[config.mk]
export PLATFORM = sky130hd
export DESIGN_NAME = onewire_bit_engine
export DESIGN_NICKNAME = d
export VERILOG_FILES = /design/src/rtl/onewire_pkg.sv /design/src/rtl/onewire_sync2.sv /design/src/rtl/onewire_bit_engine.sv
export SDC_FILE = /design/constraint.sdc
export NUM_CORES = 1
export LEC_CHECK = 0
export ABC_AREA = 0
export BUFFER_PORTS_ARGS = -buffer_cell sky130_fd_sc_hd__buf_2
export CORE_MARGIN = 4
export CORE_UTILIZATION = 30
export DETAILED_ROUTE_END_ITERATION = 16
export HOLD_SLACK_MARGIN = 0.02
export PLACE_DENSITY_LB_ADDON = 0.1
export RECOVER_POWER = 100
export SLEW_MARGIN = 20
export SYNTH_ARGS = -nofsm -noshare
export SYNTH_HDL_FRONTEND = slang
export SYNTH_SLANG_ARGS = --single-unit
[constraint.sdc]
create_clock -name clk -period 2 [get_ports clk]
set_input_delay 0 -clock clk [delete_from_list [all_inputs] [get_ports clk]]
set_output_delay 0 -clock clk [all_outputs]
set_load 0.005 [all_outputs]
[src/rtl/onewire_pkg.sv]
// Shared types and default timing for the 1-Wire bit engine and its timer users.
package onewire_pkg;

    // Command codes as presented by the byte-level controller.
    typedef enum logic [1:0] {
        OW_RESET  = 2'd0,
        OW_WRITE0 = 2'd1,
        OW_WRITE1 = 2'd2,
        OW_READ   = 2'd3
    } cmd_t;

    // Bit engine sequencing states.
    typedef enum logic [2:0] {
        IDLE,
        RST_LOW,
        RST_PDS,
        RST_REC,
        SLOT_LOW,
        SLOT_SMP,
        SLOT_REC,
        RESP
    } state_t;

    // Width of the one-shot timer delay field.
    localparam int TMR_W = 16;

    // Default bus timing in microseconds.
    localparam int unsigned OW_T_RSTL_US = 480;
    localparam int unsigned OW_T_PDS_US  = 70;
    localparam int unsigned OW_T_RSTR_US = 410;
    localparam int unsigned OW_T_W0L_US  = 60;
    localparam int unsigned OW_T_W1L_US  = 6;
    localparam int unsigned OW_T_RDS_US  = 9;
    localparam int unsigned OW_T_SLOT_US = 70;

endpackage

[src/rtl/onewire_sync2.sv]
// Two-flop synchronizer for the raw DQ level; resets to the released (high) level.
module onewire_sync2 (
    input  logic clk,
    input  logic rst,
    input  logic d,
    output logic q
);

    logic meta;

    // Shift the asynchronous bus level through two flops before anyone samples it.
    always_ff @(posedge clk or posedge rst) begin
        if (rst) begin
            // NOTE: reset to 1, the pulled-up idle level, so a fresh engine never sees a phantom low.
            meta <= 1'b1;
            q    <= 1'b1;
        end else begin
            // NOTE: non-blocking here so q takes the old meta, giving two real stages.
            meta <= d;
            q    <= meta;
        end
    end

endmodule

[src/rtl/onewire_bit_engine.sv]
// Bit-level 1-Wire master: sequences RESET / WRITE0 / WRITE1 / READ through the
// microsecond one-shot timer and returns presence or read data.
module onewire_bit_engine
    import onewire_pkg::*;
#(
    parameter int unsigned T_RSTL_US = OW_T_RSTL_US,
    parameter int unsigned T_PDS_US  = OW_T_PDS_US,
    parameter int unsigned T_RSTR_US = OW_T_RSTR_US,
    parameter int unsigned T_W0L_US  = OW_T_W0L_US,
    parameter int unsigned T_W1L_US  = OW_T_W1L_US,
    parameter int unsigned T_RDS_US  = OW_T_RDS_US,
    parameter int unsigned T_SLOT_US = OW_T_SLOT_US
) (
    input  logic             clk,
    input  logic             rst,
    input  logic             cmd_valid,
    output logic             cmd_ready,
    input  logic [1:0]       cmd,
    output logic             rsp_valid,
    output logic             rsp_bit,
    output logic             busy,
    input  logic             dq_in,
    output logic             dq_oe,
    output logic             tmr_start,
    output logic [TMR_W-1:0] tmr_delay_us,
    input  logic             tmr_done
);

    localparam logic [TMR_W-1:0] RSTL_US = TMR_W'(T_RSTL_US);
    localparam logic [TMR_W-1:0] PDS_US  = TMR_W'(T_PDS_US);
    localparam logic [TMR_W-1:0] RSTR_US = TMR_W'(T_RSTR_US);
    localparam logic [TMR_W-1:0] W0L_US  = TMR_W'(T_W0L_US);
    localparam logic [TMR_W-1:0] W1L_US  = TMR_W'(T_W1L_US);
    localparam logic [TMR_W-1:0] RDS_US  = TMR_W'(T_RDS_US);
    localparam logic [TMR_W-1:0] SLOT_US = TMR_W'(T_SLOT_US);

    state_t           state;
    cmd_t             cmd_q;
    logic             sample_q;
    logic             dq_sync;
    logic             phase_done;
    logic [TMR_W-1:0] rec_us;

    // Low time of a slot: only WRITE0 holds the bus long; WRITE1 and READ share the short pulse.
    function automatic logic [TMR_W-1:0] low_time(input cmd_t c);
        return (c == OW_WRITE0) ? W0L_US : W1L_US;
    endfunction

    onewire_sync2 u_sync (
        .clk (clk),
        .rst (rst),
        .d   (dq_in),
        .q   (dq_sync)
    );

    // A done seen while our own start is still out cannot belong to the phase just entered.
    assign phase_done = tmr_done && !tmr_start;

    // Recovery fills the rest of the slot; wraps modulo 2^16 if the timing is misconfigured.
    assign rec_us = SLOT_US - low_time(cmd_q) - ((cmd_q == OW_READ) ? RDS_US : '0);

    // Command sequencer: every output is registered so DQ and the timer strobe are glitch-free.
    always_ff @(posedge clk or posedge rst) begin
        if (rst) begin
            state        <= IDLE;
            cmd_q        <= OW_RESET;
            sample_q     <= 1'b0;
            cmd_ready    <= 1'b1;
            busy         <= 1'b0;
            rsp_valid    <= 1'b0;
            rsp_bit      <= 1'b0;
            dq_oe        <= 1'b0;
            tmr_start    <= 1'b0;
            tmr_delay_us <= '0;
        end else begin
            tmr_start <= 1'b0;
            rsp_valid <= 1'b0;
            case (state)
                IDLE: begin
                    if (cmd_valid && cmd_ready) begin
                        cmd_q     <= cmd_t'(cmd);
                        sample_q  <= 1'b0;
                        cmd_ready <= 1'b0;
                        busy      <= 1'b1;
                        dq_oe     <= 1'b1;
                        tmr_start <= 1'b1;
                        if (cmd_t'(cmd) == OW_RESET) begin
                            state        <= RST_LOW;
                            tmr_delay_us <= RSTL_US;
                        end else begin
                            state        <= SLOT_LOW;
                            tmr_delay_us <= low_time(cmd_t'(cmd));
                        end
                    end
                end
                RST_LOW: begin
                    if (phase_done) begin
                        state        <= RST_PDS;
                        dq_oe        <= 1'b0;
                        tmr_start    <= 1'b1;
                        tmr_delay_us <= PDS_US;
                    end
                end
                RST_PDS: begin
                    if (phase_done) begin
                        state        <= RST_REC;
                        sample_q     <= ~dq_sync;
                        tmr_start    <= 1'b1;
                        tmr_delay_us <= RSTR_US;
                    end
                end
                RST_REC: begin
                    if (phase_done) begin
                        state     <= RESP;
                        rsp_valid <= 1'b1;
                        rsp_bit   <= sample_q;
                    end
                end
                SLOT_LOW: begin
                    if (phase_done) begin
                        dq_oe     <= 1'b0;
                        tmr_start <= 1'b1;
                        if (cmd_q == OW_READ) begin
                            state        <= SLOT_SMP;
                            tmr_delay_us <= RDS_US;
                        end else begin
                            state        <= SLOT_REC;
                            tmr_delay_us <= rec_us;
                        end
                    end
                end
                SLOT_SMP: begin
                    if (phase_done) begin
                        state        <= SLOT_REC;
                        sample_q     <= dq_sync;
                        tmr_start    <= 1'b1;
                        tmr_delay_us <= rec_us;
                    end
                end
                SLOT_REC: begin
                    if (phase_done) begin
                        state     <= RESP;
                        rsp_valid <= 1'b1;
                        rsp_bit   <= sample_q;
                    end
                end
                RESP: begin
                    state     <= IDLE;
                    busy      <= 1'b0;
                    cmd_ready <= 1'b1;
                end
                default: begin
                    state     <= IDLE;
                    busy      <= 1'b0;
                    cmd_ready <= 1'b1;
                    dq_oe     <= 1'b0;
                end
            endcase
        end
    end

endmodule

Yosys cells after proc, flatten, opt, wreduce, memory -nomap -nowiden
Index checks and enable logic that the tools add are counted.

word-level totals
  flip-flop bits (word level) = 30
  input bits = 7

cells by class
  add/sub/neg operators = 2
  equal/unequal tests = 17
  multiplexer cells = 33
  bitwise logic cells = 1
  reductions and logical operators = 19

operators by type and width
  kind                 number
  $mux 16              6
  $pmux 16 s5          1
  $mux 3               7
  $pmux 3 s7           1
  $eq 3x3->1 const B   4
  $mux 6               2
  $reduce_and 6->1     2
  $ne 2x2->1 const B   5
  $mux 9               1
  $sub 8x5->9          1
  $mux 1               8
  $pmux 1 s2           4
  $sub 7x6->8 const A  1
  $eq 3x2->1 const B   2
  $reduce_and 2->1     3
  $reduce_bool 5->1    1
  $eq 2x1->1 const B   2
  $mux 4               1
  $ne 2x1->1 const B   2
  $reduce_and 4->1     1
  $reduce_bool 2->1    2
  $reduce_or 2->1      2
  $reduce_or 4->1      1
  $eq 3x1->1 const B   1
  other kinds (10)     11

Depth between registers and ports, before layout
  word-level depth = 7
  mapped depth = 7
  mapped depth without buffers = 7

Cells and area by module
Synthesis repeated with hierarchy kept, for this count alone.

second synthesis, totals
  cell total of the unflattened synthesis = 121
  area, all modules = 1263.7 um2

by module, submodules not included
  module              times used  cells each  area an instance (um2)
  onewire_bit_engine  1           118         1207.4
  onewire_sync2       1           3           56.3

Worst setup path after synthesis
OpenSTA, ideal clock, no wires.

  path type = flip-flop to flip-flop
  from = register cmd_q[0]
  to = register tmr_delay_us[1]
  library setup time = 125 ps
  data arrival time = 1341 ps
  data required time = 1875 ps
  slack = 535 ps
  stages on the path, launching flop included = 6
  buffers on the path = 0
  clock period less this slack = 1465 ps
  path through = dfrtp_1 -> nor2b_1 -> ha_1 -> o22ai_1 -> a221oi_1 -> mux2_2

between the ends
  longest elaborated chain between the ends = 7
  elaborated cells between the ends (all ways) = 10

RTL lines
  item                    RTL line                   text
  start, declared         onewire_bit_engine.sv:38   cmd_t cmd_q;
  start signal, assigned  onewire_bit_engine.sv:81   cmd_q <= cmd_t'(cmd);
  $eq 2x1->1              onewire_bit_engine.sv:46   return (c == OW_WRITE0) ? W0L_US : W1L_US;
  $mux 6                  onewire_bit_engine.sv:46
  $sub 7x6->8             onewire_bit_engine.sv:60   assign rec_us = SLOT_US - low_time(cmd_q) - ((cmd_q == OW_READ) ? RDS_US : '0);
  $sub 8x5->9             onewire_bit_engine.sv:60
  $mux 16                 onewire_bit_engine.sv:123  if (cmd_q == OW_READ) begin
  $mux 16                 onewire_bit_engine.sv:120  if (phase_done) begin
  $pmux 16 s5 *           onewire_bit_engine.sv:78   case (state)
  end signal, assigned    onewire_bit_engine.sv:92   tmr_delay_us <= low_time(cmd_t'(cmd));
  end signal, assigned    onewire_bit_engine.sv:128  tmr_delay_us <= rec_us;
  end signal, assigned    onewire_bit_engine.sv:137  tmr_delay_us <= rec_us;
  end, declared           onewire_bit_engine.sv:25   output logic [TMR_W-1:0] tmr_delay_us,

Every way passes the cells marked *; elsewhere a longest branch is shown, timed or not. The select of a mux whose other input is x is not followed.
A chain may end at the register's enable or synchronous reset.

Worst setup path in the final report
  from = register state[1]
  to = register tmr_delay_us[3]

between the ends
  longest elaborated chain between the ends = 3
  elaborated cells between the ends (all ways) = 13

RTL lines
  item                                                       RTL line                  text
  start, declared                                            onewire_bit_engine.sv:37  state_t state;
  start signal, assigned                                     onewire_bit_engine.sv:65  state <= IDLE;
  start signal, assigned                                     onewire_bit_engine.sv:88  state <= RST_LOW;
  start signal, assigned                                     onewire_bit_engine.sv:91  state <= SLOT_LOW;
  $eq 3x3->1, or another cell as far along                   onewire_bit_engine.sv:78
  $reduce_bool 5->1 (no line) or $ne 2x2->1 (tied branches)  -
  $reduce_and 6->1 (no line)                                 -

Several ways; a longest one is shown, not always the timed one.

==> reports/metrics.yaml <==
sta:
  fin_crit_sh: 0.855
  hold_viol_final: 0
  slew_violations: 0
  slew-limit-headroom: 0.119
  rsz0062_at_grt: "false"
  fin_skew_ns: 0.00451
  tns_ns: 0
  min_period_ns: 1.71
  max_freq_mhz: 585
  fin_ws_ns: 0.289
  tightest_slew_ns: 1.32
  setup_violations: 0
logic_synthesis:
  ys_seq_area_frac: 0.441
  avgSynthCellArea_um2: 10.8
  yosysTopAreaCell: "dfrtp_1"
  syn_nets: 136
  syn_inst: 127
  yosys-top-cells-area: "dfrtp_1 (38%), dfstp_2 (5.8%), mux2_4 (4.4%)"
  syn_area_mm2: 0.00137
  synth_common_cells: "dfrtp_1 (21), a21oi_1 (11), inv_1 (8)"
  synth_top_area_frac: 0.384
  ys_types: 47
  async_reset_ff_frac: 1.00
  ys_seq_elements: 24
  synth_warnings: 0
  synth_edf_count: 0
  synth_flop_cell: "dfrtp_1"
  post-synth-top-count-cell: "dfrtp_1"
floorplan:
  ioPinCount: 29
  rows: 24
  die-width_um: 75.6
  start_util: 0.312
  die_h_um: 75.6
  dieArea_mm2: 0.00571
  core-area_mm2: 0.00438
clock_tree:
  clockRootBuffer: "clkbuf_8"
  path_clk_slew_ns: 0.09
  cts_buffer_depth: 2
  cts_hold_buf: 3
  cts_setup_buffers: 0
  clock-sinks: 24
  cts_repair_resize_count: 0
  cts_tree: "done"
  clk_latency_ns: 0.27
  numCtsBuffers: 3
  h-tree-depth: 1
hold_path:
  hold_path_class: "in2reg"
  hold_start: "cmd[1]"
  hold-path-endpoint: "cmd_q[1]"
  min_path_cells: 2
global_route:
  met2_usage: 0.153
  grt_pass1_wl_um: 4660
  use_met3: 0.0172
  track_usage: 0.106
  grt_max_degree: 25
  grt_pass1_vias: 905
  grt_antenna_before_repair: 0
  top_usage_layer: "met1"
  grt_overflow_total: 0
  grtUsageMet1: 0.164
power_and_ir_drop:
  power_switching_uw: 882
  leakage_uw: 0.000707
  peakVddDrop_v: 0.000576
  p_comb_frac: 0.479
  p_clk_frac: 0.154
  p_total_uw: 2210
  switching_share: 0.399
  seqPwrFrac: 0.366
  power_density_mw_per_mm2: 1440
  p_int_uw: 1330
cells_and_area:
  final-seq-area_um2: 604
  drive_above_1_share: 0.224
  fin_nets: 162
  areaGrowthSynthToFinish_pct: 12.3
  fillCellCount: 471
  n_antenna_cell: 0
  final_util: 0.351
  design_area_mm2: 0.00154
  multi_input_area_um2: 606
placed_design:
  dp_slack_ns: 0.272
  hpwl_um: 2120
  place_area_mm2: 0.00149
  numPortBuffers: 28
  gp_congestion: 0.784
route:
  vias: 1001
  drtIter0Drc: 23
  finalWirelength_um: 2940
  via_per_inst: 4.91
  firstDrtPassIters: 4
  drc_errors: 0
  ant_nets: 0
  routedWlPerCell_um: 14.4
setup_path:
  slowest_delay_ns: 0.54
  crit_arrival_ns: 1.87
  r2r_end: "tmr_delay_us[3]"
  worstReg2RegStart: "state[1]"
  rrSetupSlack_ns: 0.29
  crit_chain: "nor2_1, o211ai_2, mux2_2"
  reg2reg_depth: 3
  worstSetupPathType: "reg2reg"
  cp-end-kind: "flip-flop"
  crit_path_max_fanout: 11
  critPathLaunchType: "flip-flop"
  cp_slowest_cell: "dfrtp_1"
  critPathRequiredTime_ns: 2.16
job:
  drv_cap: 0
status:
  status: "finished clean"
## cells by family (layout without fill, tap and decap cells)
kind of cell    after synthesis  after routing  share of synthesized area
simple gates                 32             32                      0.138
compound gates               31             31                      0.161
flops                        24             24                      0.441
buf+inv                      22             47                      0.104
mux                          12             12                      0.109
fa+ha+maj                     4              4                     0.0347
xor+xnor                      2              2                     0.0128
## metrics by stage
stage | hold WS [ns] | std cells
2_1_floorplan | 0.00448 | 127
3_3_place_gp | 0.0610 | 197
3_5_place_dp | 0.0706 | 197
4_1_cts | 0.0685 | 204
5_1_grt | 0.0927 | 204
6_report | 0.0605 | 204
## registers in the layout (all words and copies together), names as in the netlist
name	count
state	3
rsp_valid	1
tmr_start	1
sample_q	1
rsp_bit	1
cmd_ready	1
u_sync.q	1
dq_oe	1
busy	1
u_sync.meta	1
cmd_q	2
tmr_delay_us	10
## placed cells by master (no fill, tap or decap), types with 3 or more instances in the layout
cell type      count
dfrtp_1           21
clkbuf_1          15
buf_2             14
a21oi_1           11
inv_1              8
mux2_1             7
nor2b_1            6
nor2_1             5
nand2_1            5
mux2_2             4
clkbuf_8           4
nand2b_1           3
dlygate4sd3_1      3
buf_4              3
## worst max path at each step
stage,slack [ns],start,cells past startpoint,endpoint
after floorplan,0.53,cmd_q[0],5,tmr_delay_us[1]
after global placement,0.32,state[1],3,tmr_delay_us[3]
after detailed placement,0.27,state[1],3,tmr_delay_us[3]
after CTS,0.26,state[1],3,tmr_delay_us[3]
after global routing,0.13,rst,4,cmd_q[0]
final,0.29,state[1],3,tmr_delay_us[3]
## worst max-delay path, delay by kind of cell, from the launching register on
| family | cells | cell delay, ns |
|---|---|---|
| compound gates | 1 | 0.50 |
| flops | 1 | 0.54 |
| mux | 1 | 0.40 |
| simple gates | 1 | 0.17 |
## final cells by class
type,instances,area share
sequential,24,0.393
multi-input combinational,81,0.393
timing repair buffer,35,0.116
clock buffer,4,0.0358
inverter,8,0.0195
tap,52,0.0423
## metal layers
layer | wire, µm | up-vias
li1 | - | 489
met1 | 1530 | 479
met2 | 1250 | 31
met3 | 145 | 2
met4 | 8 | 0
met5 | 0 | -
## power groups by stage
stage,clock network [µW],logic [µW],registers (µW)
after detailed placement,0,1130,822
after global placement,0,1130,818
after global routing,367,1190,831
final,341,1060,810
after CTS,352,1150,813
after floorplan,0,910,797
(Power assumes the default switching activity.)
